==> src/rtl/topk_emitter.sv <==
// topk_emitter: snapshots the top-K slot arrays on frame_done and replays them as an AXI4-Stream, smallest first.
// Latency: first beat is registered one cycle after frame_done is accepted; one beat per cycle after that.
// Backpressure: the beat holds while tready is low; frame_done while busy is dropped and counted in overrun_count.
// Option: define TOPK_EMITTER_SKIP_INVALID_EN to list only occupied slots (otherwise every slot, tuser = occupancy).
module topk_emitter #(
  parameter int QUEUE_SIZE  = 8,
  parameter int TDATA_WIDTH = 8,
  parameter int ID_WIDTH    = 32
) (
  input  logic                              aclk,
  input  logic                              aresetn,
  input  logic                              frame_done,
  input  logic [ID_WIDTH*QUEUE_SIZE-1:0]    s_ids,
  input  logic [TDATA_WIDTH*QUEUE_SIZE-1:0] s_values,
  input  logic [QUEUE_SIZE-1:0]             s_valid,
  output logic                              m_axis_tvalid,
  input  logic                              m_axis_tready,
  output logic [TDATA_WIDTH+ID_WIDTH-1:0]   m_axis_tdata,
  output logic                              m_axis_tuser,
  output logic                              m_axis_tlast,
  output logic                              busy,
  output logic                              empty_frame,
  output logic [7:0]                        overrun_count
);

  localparam int IDX_W = (QUEUE_SIZE > 1) ? $clog2(QUEUE_SIZE) : 1;
  localparam logic [QUEUE_SIZE-1:0] SLOT_ONE = QUEUE_SIZE'(1);

  typedef enum logic {IDLE = 1'b0, SEND = 1'b1} state_t;

  state_t state, state_nxt;

  logic [ID_WIDTH-1:0]    in_ids      [QUEUE_SIZE];
  logic [TDATA_WIDTH-1:0] in_values   [QUEUE_SIZE];
  logic [ID_WIDTH-1:0]    snap_ids    [QUEUE_SIZE];
  logic [TDATA_WIDTH-1:0] snap_values [QUEUE_SIZE];
  logic [QUEUE_SIZE-1:0]  snap_valid;

  // Listed slots that still have to be sent after the beat currently on the bus.
  logic [QUEUE_SIZE-1:0]  pending;
  logic [QUEUE_SIZE-1:0]  pending_nxt;
  logic [QUEUE_SIZE-1:0]  list_in;
  logic                   list_any;
  logic                   accept;
  logic                   beat_hs;
  logic                   load_beat;
  logic [IDX_W-1:0]       sel_idx;
  logic [ID_WIDTH-1:0]    beat_id;
  logic [TDATA_WIDTH-1:0] beat_value;
  logic                   beat_user;

  // Priority search: index of the lowest set bit (0 when none is set).
  function automatic logic [IDX_W-1:0] lowest_set(input logic [QUEUE_SIZE-1:0] m);
    lowest_set = '0;
    for (int i = QUEUE_SIZE - 1; i >= 0; i--) begin
      if (m[i]) lowest_set = IDX_W'(i);
    end
  endfunction

  for (genvar g = 0; g < QUEUE_SIZE; g++) begin : g_unpack
    assign in_ids[g]    = s_ids[g*ID_WIDTH +: ID_WIDTH];
    assign in_values[g] = s_values[g*TDATA_WIDTH +: TDATA_WIDTH];
  end

`ifdef TOPK_EMITTER_SKIP_INVALID_EN
  assign list_in = s_valid;
`else
  assign list_in = '1;
`endif

  assign list_any      = |list_in;
  assign accept        = (state == IDLE) && frame_done;
  assign beat_hs       = (state == SEND) && m_axis_tready;
  assign m_axis_tvalid = (state == SEND);
  assign busy          = (state == SEND);

  // State register.
  always_ff @(posedge aclk or negedge aresetn) begin
    if (!aresetn) state <= IDLE;
    else          state <= state_nxt;
  end

  // Next state: leave IDLE on a frame with beats, return after the tlast handshake.
  always_comb begin
    state_nxt = state;
    case (state)
      IDLE:    if (frame_done && list_any) state_nxt = SEND;
      SEND:    if (m_axis_tready && m_axis_tlast) state_nxt = IDLE;
      default: state_nxt = IDLE;
    endcase
  end

  // Next beat: first listed slot from the live inputs on accept, else next pending slot from the snapshot.
  always_comb begin
    sel_idx     = '0;
    pending_nxt = pending;
    load_beat   = 1'b0;
    beat_id     = '0;
    beat_value  = '0;
    beat_user   = 1'b0;
    if (accept) begin
      sel_idx     = lowest_set(list_in);
      pending_nxt = list_in & ~(SLOT_ONE << sel_idx);
      load_beat   = list_any;
      beat_id     = in_ids[sel_idx];
      beat_value  = in_values[sel_idx];
      beat_user   = s_valid[sel_idx];
    end else if (beat_hs && !m_axis_tlast) begin
      sel_idx     = lowest_set(pending);
      pending_nxt = pending & ~(SLOT_ONE << sel_idx);
      load_beat   = 1'b1;
      beat_id     = snap_ids[sel_idx];
      beat_value  = snap_values[sel_idx];
      beat_user   = snap_valid[sel_idx];
    end
  end

  // Beat output registers; only change when a new beat is loaded so they hold under backpressure.
  always_ff @(posedge aclk or negedge aresetn) begin
    if (!aresetn) begin
      m_axis_tdata <= '0;
      m_axis_tuser <= 1'b0;
      m_axis_tlast <= 1'b0;
      pending      <= '0;
    end else if (load_beat) begin
      m_axis_tdata <= {beat_value, beat_id};
      m_axis_tuser <= beat_user;
      m_axis_tlast <= (pending_nxt == '0);
      pending      <= pending_nxt;
    end
  end

  // Snapshot of the slot arrays, captured only when a frame is accepted.
  always_ff @(posedge aclk or negedge aresetn) begin
    if (!aresetn) begin
      for (int i = 0; i < QUEUE_SIZE; i++) begin
        snap_ids[i]    <= '0;
        snap_values[i] <= '0;
      end
      snap_valid <= '0;
    end else if (accept) begin
      for (int i = 0; i < QUEUE_SIZE; i++) begin
        snap_ids[i]    <= in_ids[i];
        snap_values[i] <= in_values[i];
      end
      snap_valid <= s_valid;
    end
  end

  // Status: empty-frame pulse and saturating count of frames dropped while busy.
  always_ff @(posedge aclk or negedge aresetn) begin
    if (!aresetn) begin
      empty_frame   <= 1'b0;
      overrun_count <= '0;
    end else begin
      empty_frame <= accept && !list_any;
      if (busy && frame_done && (overrun_count != 8'hFF)) begin
        overrun_count <= overrun_count + 8'd1;
      end
    end
  end

endmodule
==> config.mk <==
export PLATFORM = sky130hd
export DESIGN_NAME = topk_emitter
export DESIGN_NICKNAME = d
export VERILOG_FILES = /design/src/rtl/topk_emitter.sv
export SDC_FILE = /design/constraint.sdc
export NUM_CORES = 1
export LEC_CHECK = 0
export ABC_CLOCK_PERIOD_IN_PS = 5150
export BUFFER_PORTS_ARGS = -buffer_cell sky130_fd_sc_hd__buf_2
export CAP_MARGIN = 20
export CORE_ASPECT_RATIO = 1.5
export CORE_UTILIZATION = 40
export CTS_CLUSTER_DIAMETER = 150
export DETAILED_ROUTE_END_ITERATION = 8
export GPL_ROUTABILITY_DRIVEN = 0
export PLACE_DENSITY_LB_ADDON = 0.05
export SLEW_MARGIN = 20
export SYNTH_ARGS = -nofsm -noshare
export SYNTH_HDL_FRONTEND = slang
export SYNTH_SLANG_ARGS = --single-unit
==> constraint.sdc <==
create_clock -name aclk -period 5.15 [get_ports aclk]
set_input_delay 1.03 -clock aclk [delete_from_list [all_inputs] [get_ports aclk]]
set_output_delay 1.03 -clock aclk [all_outputs]
set_load 0.01 [all_outputs]
==> results.cfg, run 1 <==
[status]
status = complete, no violations

[floorplanning]
die_w_um = 171
core.rowCount = 92
dieArea_um2 = 43700
die_h_um = 256
initial_core_util = 0.407
ios = 385
core_um2 = 42100

[synthesis]
netlist_instances = 1913
synthArstFlopShare = 1.00
synth.avg_cell_area_um2 = 8.97
synth_area_leaders = dfrtp_1 (56%), nand2_1 (22%), o221ai_1 (4.1%)
synth_top_area_frac = 0.565
ys_seq_elements = 387
synth_ff_type = dfrtp_1
seq_area_frac_synth = 0.565
synth.cell_area_um2 = 17200
synth_cell_types = 53
synth_warnings = 0
synth_edf_count = 0
yosys.area.top_type = dfrtp_1
synth_fp_nets = 2246

[worst_setup_path]
worstSetupStartpointType = flip-flop
cp_max_fo = 40
worstPathArrival_ps = 3410
path_class = reg -> reg
cp.required_ps = 5570
worstSetupEndpointType = flip-flop

[detailed_routing]
dr.pass1.iters = 4
drt-vias-per-instance = 5.19
drc = 0
wirelength_um = 59100
wire_per_inst_um = 20.9
drt_iter0_drc = 1048
vias = 14700
drtAntennaViolNets = 0

[timing]
rsz0062_at_grt = false
period_needed_ps = 2990
whs_ps = 462
slew_headroom = 0.223
skew_ps = 16.4
hold_violations = 0
slew_viol_final = 0
setup_viol = 0
period_share = 0.581
setup_tns_ps = 0
fmax_mhz = 334
worst_pin_slew_ps = 1170

[grt]
first_global_vias = 15400
antenna_found_initial = 13
overflow = 0
grt_pass1_wl_um = 88800
grt_use_total = 0.272
grt_max_degree = 181

[clocking]
cts_setup_buffers = 0
cts_buffers = 41
clockBufferDepth = 3
clock-sinks = 387
cts.reportedPaths.clkPinSlew_ps = 60
clock_latency_ps = 550
cts_hold_buffers = 0
cts-root-buf = clkbuf_16
ctsHtreeMaxLevel = 2
cts_tree = done
cts_resized = 0

[power_and_ir_drop]
p_leak_nw = 10.9
power_density_nw_per_um2 = 664
power_mw = 14.0
vdd_drop_max_mv = 0.331

[place]
io_buffers = 383
dpl.hpwl_um = 40900
placed_cells = 2748

[finish]
finalNonFillerCells = 2825
nNetsFinal = 2560
register_area_um2 = 9680
areaGrowthSynthToFinish_pct = 22.7
fillers = 4194
layout-drive-gt1-share = 0.236
multi_input_area_um2 = 6960

[job]
cap_violations = 0

[hold_path]
hold_class = reg -> reg
[state kept, by name, summed over array words and instances (netlist names)]
register / cells
snap_ids: 256
snap_values: 64
m_axis_tdata: 40
overrun_count: 8
pending: 8
snap_valid: 8
busy: 1
m_axis_tlast: 1
m_axis_tuser: 1
[layout by cell type, fill, tap and decap left out, types with 2 or more instances in the layout]
master       n
a2111oi_0    4
a211oi_1    19
a21boi_0     2
a21oi_1      2
a22oi_1     19
a31oi_1     21
and2_1      19
and3_1       3
and4_1       2
buf_12       7
buf_2      382
buf_4       13
buf_8        2
bufinv_16    7
clkbuf_1     9
clkbuf_16   43
clkbuf_8     6
clkinv_2     7
dfrtp_1    387
diode_2      3
inv_1        8
mux2_1       9
mux2_2      53
nand2_1    986
nand3_1      2
nand4_1      3
nor2_1       8
o211ai_1    19
o21a_1      61
o21ai_0     11
o221ai_1    80
o22ai_1     21
o31ai_1      4
xnor2_1      4
xor2_1       3
[cell type report]
type / count / share of cell area
timing repair buffer: 405 / 0.105
multi-input combinational: 1384 / 0.331
antenna: 3 / 0.000357
sequential: 387 / 0.460
clock buffer: 58 / 0.0566
tap: 564 / 0.0335
inverter: 8 / 0.00143
clock inverter: 16 / 0.0126
[path summary, 6_finish.rpt]
check / start / end / slack, ps / depth (start not counted)
worst min register to register: snap_values[46]$_DFFE_PN0P_ / snap_values[46]$_DFFE_PN0P_ / 460 / 2
max in group asynchronous: aresetn / snap_ids[151]$_DFFE_PN0P_ / 3360 / 2
worst min-delay path: snap_values[46]$_DFFE_PN0P_ / snap_values[46]$_DFFE_PN0P_ / 460 / 2
worst max-delay path: pending[6]$_DFFE_PN0P_ / m_axis_tdata[18]$_DFFE_PN0P_ / 2160 / 7
worst max register to register: pending[6]$_DFFE_PN0P_ / m_axis_tdata[18]$_DFFE_PN0P_ / 2160 / 7
min in group asynchronous: aresetn / snap_ids[9]$_DFFE_PN0P_ / 520 / 1
[cells in the mapped netlist, drive strengths merged, types with 3 or more instances]
cell     count
xor2         3
o211ai      19
clkbuf     114
and3         3
o31ai        4
o22ai       21
a22oi       19
a211oi      20
o221ai      80
and2        19
dfrtp      387
nand2      987
inv          8
a2111oi      4
buf         20
nand4        3
a31oi       22
xnor2        4
nor2         9
mux2        62
o21a        62
o21ai       11
[metrics by stage]
stage               instance area [µm²]  utilization  worst slack (ps)
global placement                  19500        0.464              1930
CTS                               21000        0.500              2100
finish                            21100        0.500              2160
detailed placement                19600        0.465              1920
global route                      21100        0.500              2020
floorplan                         17200            -              2890
[logic make-up (layout without fill, tap and decap cells)]
| family | count (synthesis) | count (layout) | share of synthesized area |
|---|---|---|---|
| fa+ha+maj | 1 | 1 | 0.000729 |
| flops | 387 | 387 | 0.565 |
| simple gates | 1038 | 1038 | 0.235 |
| mux | 62 | 62 | 0.0407 |
| other cells | 1 | 4 | 0.000219 |
| xor+xnor | 7 | 7 | 0.00357 |
| buf+inv | 142 | 487 | 0.0328 |
| compound gates | 275 | 275 | 0.123 |
[power by group]
group	leakage (nW)	switching, mW	total (mW)	internal (mW)
Clock	0.721	1.27	3.24	1.97
Sequential	4.84	0.900	5.35	4.45
Combinational	5.34	3.37	5.39	2.02
[per-layer routing]
| layer | vias up | track usage | routed length, µm |
|---|---|---|---|
| met5 | - | 0 | 109 |
| met4 | 20 | 0.121 | 2670 |
| met3 | 127 | 0.0504 | 3160 |
| met2 | 409 | 0.511 | 32100 |
| met1 | 7144 | 0.288 | 21100 |
| li1 | 6954 | - | - |
[worst max-delay path, stage by stage, from the launching register on]
cell and delay [ps]:
dfrtp_1 420, nand2b_1 260, a211oi_4 300, buf_4 590
buf_4 480, mux2_1 400, o221ai_1 230, a31oi_1 130
(Power assumes the default switching activity.)
==> run 2, diff against run 1 <==
- ABC_CLOCK_PERIOD_IN_PS: 5150 -> 2850
- clock period: 5.15 -> 2.85 ns (I/O delays scaled with it)
==> results.cfg, run 2 (synthesis gave the netlist of run 1 again) <==
[grt]
first_global_vias = 15300
overflow = 0
grt_pass1_wl_um = 88000
grt_max_degree = 127
antenna_found_initial = 8
grt_use_total = 0.268

[detailed_routing]
drt-vias-per-instance = 5.14
dr.pass1.iters = 5
drc = 0
vias = 14700
wire_per_inst_um = 20.3
wirelength_um = 57800
drtAntennaViolNets = 0
drt_iter0_drc = 973

[worst_setup_path]
worstSetupStartpointType = flip-flop
worstPathArrival_ps = 2840
cp.required_ps = 3240
worstSetupEndpointType = flip-flop
cp_max_fo = 36
path_class = reg -> reg

[floorplanning]
die_w_um = 171
dieArea_um2 = 43700
core_um2 = 42100
die_h_um = 256
ios = 385
initial_core_util = 0.407
core.rowCount = 92

[finish]
nNetsFinal = 2591
layout-drive-gt1-share = 0.244
largest_register_ffs = 256
areaGrowthSynthToFinish_pct = 23.9
top_regs = snap_ids (256), snap_values (64), m_axis_tdata (40)
final_cell_mix = nand2_1 (986), dfrtp_1 (387), buf_2 (382)
top_register = snap_ids
layout_commonest_cell = nand2_1

[timing]
period_share = 0.859
period_needed_ps = 2450
setup_viol = 0
fmax_mhz = 408
rsz0062_at_grt = false
slew_viol_final = 0
worst_pin_slew_ps = 792
skew_ps = 9.03
setup_tns_ps = 0
hold_violations = 0
slew_headroom = 0.472

[place]
io_buffers = 383
dpl.hpwl_um = 41300

[hold_path]
hold_class = in -> reg

[clocking]
cts_tree = done
clock_latency_ps = 540
cts-root-buf = clkbuf_16
cts.reportedPaths.clkPinSlew_ps = 60
cts_resized = 0
cts_hold_buffers = 1
cts_setup_buffers = 0
cts_buffers = 41
clockBufferDepth = 3
clock-sinks = 387
ctsHtreeMaxLevel = 2

[status]
status = complete, no violations

[power_and_ir_drop]
vdd_drop_max_mv = 0.531
power_mw = 24.8
p_leak_nw = 11.0
power_density_nw_per_um2 = 1170

[job]
cap_violations = 0
[run 2: cell count changes in the layout (fill, tap and decap cells not counted)]
| cell | change |
|---|---|
| bufinv_16 | -5 |
| buf_8 | -1 |
| dlygate4sd3_1 | +1 |
| buf_16 | -1 |
| clkinv_2 | -4 |
| buf_12 | +11 |
| inv_8 | -1 |
| buf_4 | +21 |
| inv_6 | -1 |
| clkbuf_8 | +7 |
| clkbuf_1 | +2 |
| clkbuf_16 | -2 |
| diode_2 | -2 |
[run 2: layer usage]
metal / GRT usage / wire (µm)
met5: 0 / 74
met2: 0.498 / 31200
met1: 0.294 / 21100
met3: 0.0391 / 2660
met4: 0.123 / 2790
[run 2: worst max-delay path, stage by stage (launching register included)]
cell and delay (ps):
dfrtp_1 420, nand2b_1 260, a211oi_4 360, buf_12 270, mux2_2 370, o221ai_1 420, o211ai_1 160
[run 2: layout make-up]
class / count / area, µm²
Multi-Input combinational cell: 1384 / 6960
Sequential cell: 387 / 9680
Clock buffer: 65 / 1250
Antenna cell: 1 / 2.50
Clock inverter: 5 / 75.1
Tap cell: 564 / 706
Timing Repair Buffer: 436 / 2550
Fill cell: 4152 / 20900
Inverter: 8 / 30.0
[run 2: per-stage QoR]
step	hold slack, ps	cell area [µm²]	instances	worst slack [ps]	util
floorplan	274	17200	1913	878	-
CTS	193	21300	2849	407	0.504
detailed placement	454	19900	2778	431	0.473
finish	217	21300	2850	402	0.505
global route	211	21300	2850	250	0.505
global placement	452	19900	2778	477	0.473
[run 2: worst paths after layout]
| kind | cells past startpoint | start | slack, ps | endpoint |
|---|---|---|---|---|
| min in group asynchronous | 2 | aresetn | 530 | snap_ids[7]$_DFFE_PN0P_ |
| worst max register to register | 6 | pending[6]$_DFFE_PN0P_ | 400 | m_axis_tdata[33]$_DFFE_PN0P_ |
| worst min register to register | 2 | snap_ids[188]$_DFFE_PN0P_ | 470 | snap_ids[188]$_DFFE_PN0P_ |
| worst max-delay path | 6 | pending[6]$_DFFE_PN0P_ | 400 | m_axis_tdata[33]$_DFFE_PN0P_ |
| max in group asynchronous | 4 | aresetn | 1400 | snap_values[63]$_DFFE_PN0P_ |
| worst min-delay path | 3 | s_values[48] | 220 | snap_values[8]$_DFFE_PN0P_ |
[run 2: power by group]
group / total (mW) / leakage [nW] / switching, mW / internal, mW
logic: 9.67 / 5.52 / 5.79 / 3.87
clock network: 5.37 / 0.652 / 2.21 / 3.16
registers: 9.81 / 4.84 / 1.76 / 8.05
total: 24.8 / 11.0 / 9.76 / 15.1
==> run 3, diff against run 2 <==
- ABC_CLOCK_PERIOD_IN_PS: 2850 -> 2260
- clock period: 2.85 -> 2.26 ns (I/O delays scaled with it)
==> results.cfg, run 3 (synthesis gave the netlist of run 1 again) <==
[hold_path]
holdPathEnd = snap_ids[102]$_DFFE_PN0P_
min_from = s_ids[134]
hold_depth = 3
hold_class = in -> reg

[worst_setup_path]
cp.required_ps = 2650
cpPeakStageDelay_ps = 370
critPathSlowestCell = dfrtp_1
crit_chain = nand2b_2 > a211oi_4 > buf_12 > buf_4 > mux2_2 > o221ai_1 > o211ai_1
r2r_start = pending[6]$_DFFE_PN0P_
cp_max_fo = 16
worstSetupEndpointType = flip-flop
worstSetupStartpointType = flip-flop
r2r_cells = 7
r2r_slack_ps = 60
worstPathArrival_ps = 2590
rr_endpoint = m_axis_tdata[36]$_DFFE_PN0P_
path_class = reg -> reg

[power_and_ir_drop]
vdd_drop_max_mv = 0.920
p_leak_nw = 11.3
power_density_nw_per_um2 = 1480
power_mw = 32.2

[finish]
layout_commonest_cell = nand2_1
final_cell_mix = nand2_1 (986), dfrtp_1 (386), buf_2 (382)
post-route-util = 0.516
largest_register_ffs = 256
multi_input_area_um2 = 7050
diodes = 0
top_register = snap_ids
layout-drive-gt1-share = 0.265
areaGrowthSynthToFinish_pct = 26.8
fillers = 4121
register_area_um2 = 9690
nNetsFinal = 2638
top_regs = snap_ids (256), snap_values (64), m_axis_tdata (40)

[grt]
grt_use_total = 0.262
antenna_found_initial = 5
grt_max_degree = 148
overflow = 0
first_global_vias = 15400
grt_pass1_wl_um = 87000

[detailed_routing]
drt-vias-per-instance = 5.09
wirelength_um = 56500
drtAntennaViolNets = 0
drt_iter0_drc = 931
drc = 0
wire_per_inst_um = 19.5
dr.pass1.iters = 5
vias = 14700

[timing]
slew_viol_final = 0
setup_viol = 0
postLayoutSetupSlackWorst_ps = 60.9
worst_pin_slew_ps = 1110
period_share = 0.973
skew_ps = 17.1
fmax_mhz = 455
hold_violations = 0
rsz0062_at_grt = true
setup_tns_ps = 0
slew_headroom = 0.261
period_needed_ps = 2200

[status]
status = complete, no violations

[clocking]
clock-sinks = 387
cts.reportedPaths.clkPinSlew_ps = 60
clockBufferDepth = 3
cts-root-buf = clkbuf_16
cts_tree = done
clock_latency_ps = 540
ctsHtreeMaxLevel = 2
cts_buffers = 41

[floorplanning]
ios = 385
core.rowCount = 92
initial_core_util = 0.407
core_um2 = 42100
die_h_um = 256
dieArea_um2 = 43700
die_w_um = 171

[place]
preCtsSetupSlack_ps = -226
dpl.hpwl_um = 39900
io_buffers = 383

[job]
cap_violations = 0
## run 3: cell count changes in the layout (fill, tap and decap cells not counted), sizes merged
cell,before,now
bufinv,2,1
clkinv,3,6
clkbuf,65,64
buf,435,481
diode,1,0
## run 3: worst max path at each step
stage / depth (start not counted) / start / to
floorplan: 5 / pending[6]$_DFFE_PN0P_ / m_axis_tdata[31]$_DFFE_PN0P_
global route: 8 / pending[3]$_DFFE_PN0P_ / m_axis_tdata[17]$_DFFE_PN0P_
CTS: 8 / pending[3]$_DFFE_PN0P_ / m_axis_tdata[28]$_DFFE_PN0P_
detailed placement: 7 / pending[3]$_DFFE_PN0P_ / m_axis_tdata[35]$_DFFE_PN0P_
global placement: 7 / pending[3]$_DFFE_PN0P_ / m_axis_tdata[35]$_DFFE_PN0P_
finish: 7 / pending[6]$_DFFE_PN0P_ / m_axis_tdata[36]$_DFFE_PN0P_
## run 3: power breakdown
part / switching (mW) / internal [mW] / leakage (nW)
sequential: 1.95 / 10.1 / 4.84
clock: 2.72 / 3.77 / 0.629
combinational: 7.82 / 5.83 / 5.79
## run 3: final cells by class
type,count,area share
Sequential cell,387,0.445
Multi-Input combinational cell,1384,0.324
Timing Repair Buffer,483,0.138
Clock buffer,63,0.0556
Tap cell,564,0.0324
Clock inverter,7,0.00276
Inverter,8,0.00138
## run 3: worst max-delay path, delay by kind of cell, from the launching register on
family,cells,cell delay (ps)
compound gates,3,750
buf+inv,2,350
flops,1,370
mux,1,360
simple gates,1,230
## run 3: what timing repair did
| item | 4_1_cts | 5_1_grt |
|---|---|---|
| endpoints found under the setup margin | 24 | 30 |
| cloned | 1 | 1 |
| hold buffers | 1 | 0 |
| hold endpoints to repair | 47 | 0 |
| buffers inserted | 2 | 9 |
| pin swaps | 0 | 3 |
| gates resized for setup | 7 | 17 |
## run 3: metrics by stage
stage	hold WS (ps)	instance area (µm²)	instances
5_1_grt	89.0	21800	2896
2_1_floorplan	156	17200	1913
3_5_place_dp	439	20200	2812
3_3_place_gp	436	20200	2812
4_1_cts	78.4	21600	2886
6_report	105	21800	2896
## run 3: metal layers
| layer | vias to the layer above | wire length, µm | global-route usage |
|---|---|---|---|
| li1 | 7103 | - | - |
| met4 | 10 | 2550 | 0.117 |
| met2 | 398 | 29700 | 0.469 |
| met3 | 96 | 2490 | 0.0400 |
| met1 | 7136 | 21800 | 0.306 |
| met5 | - | 62 | 0 |
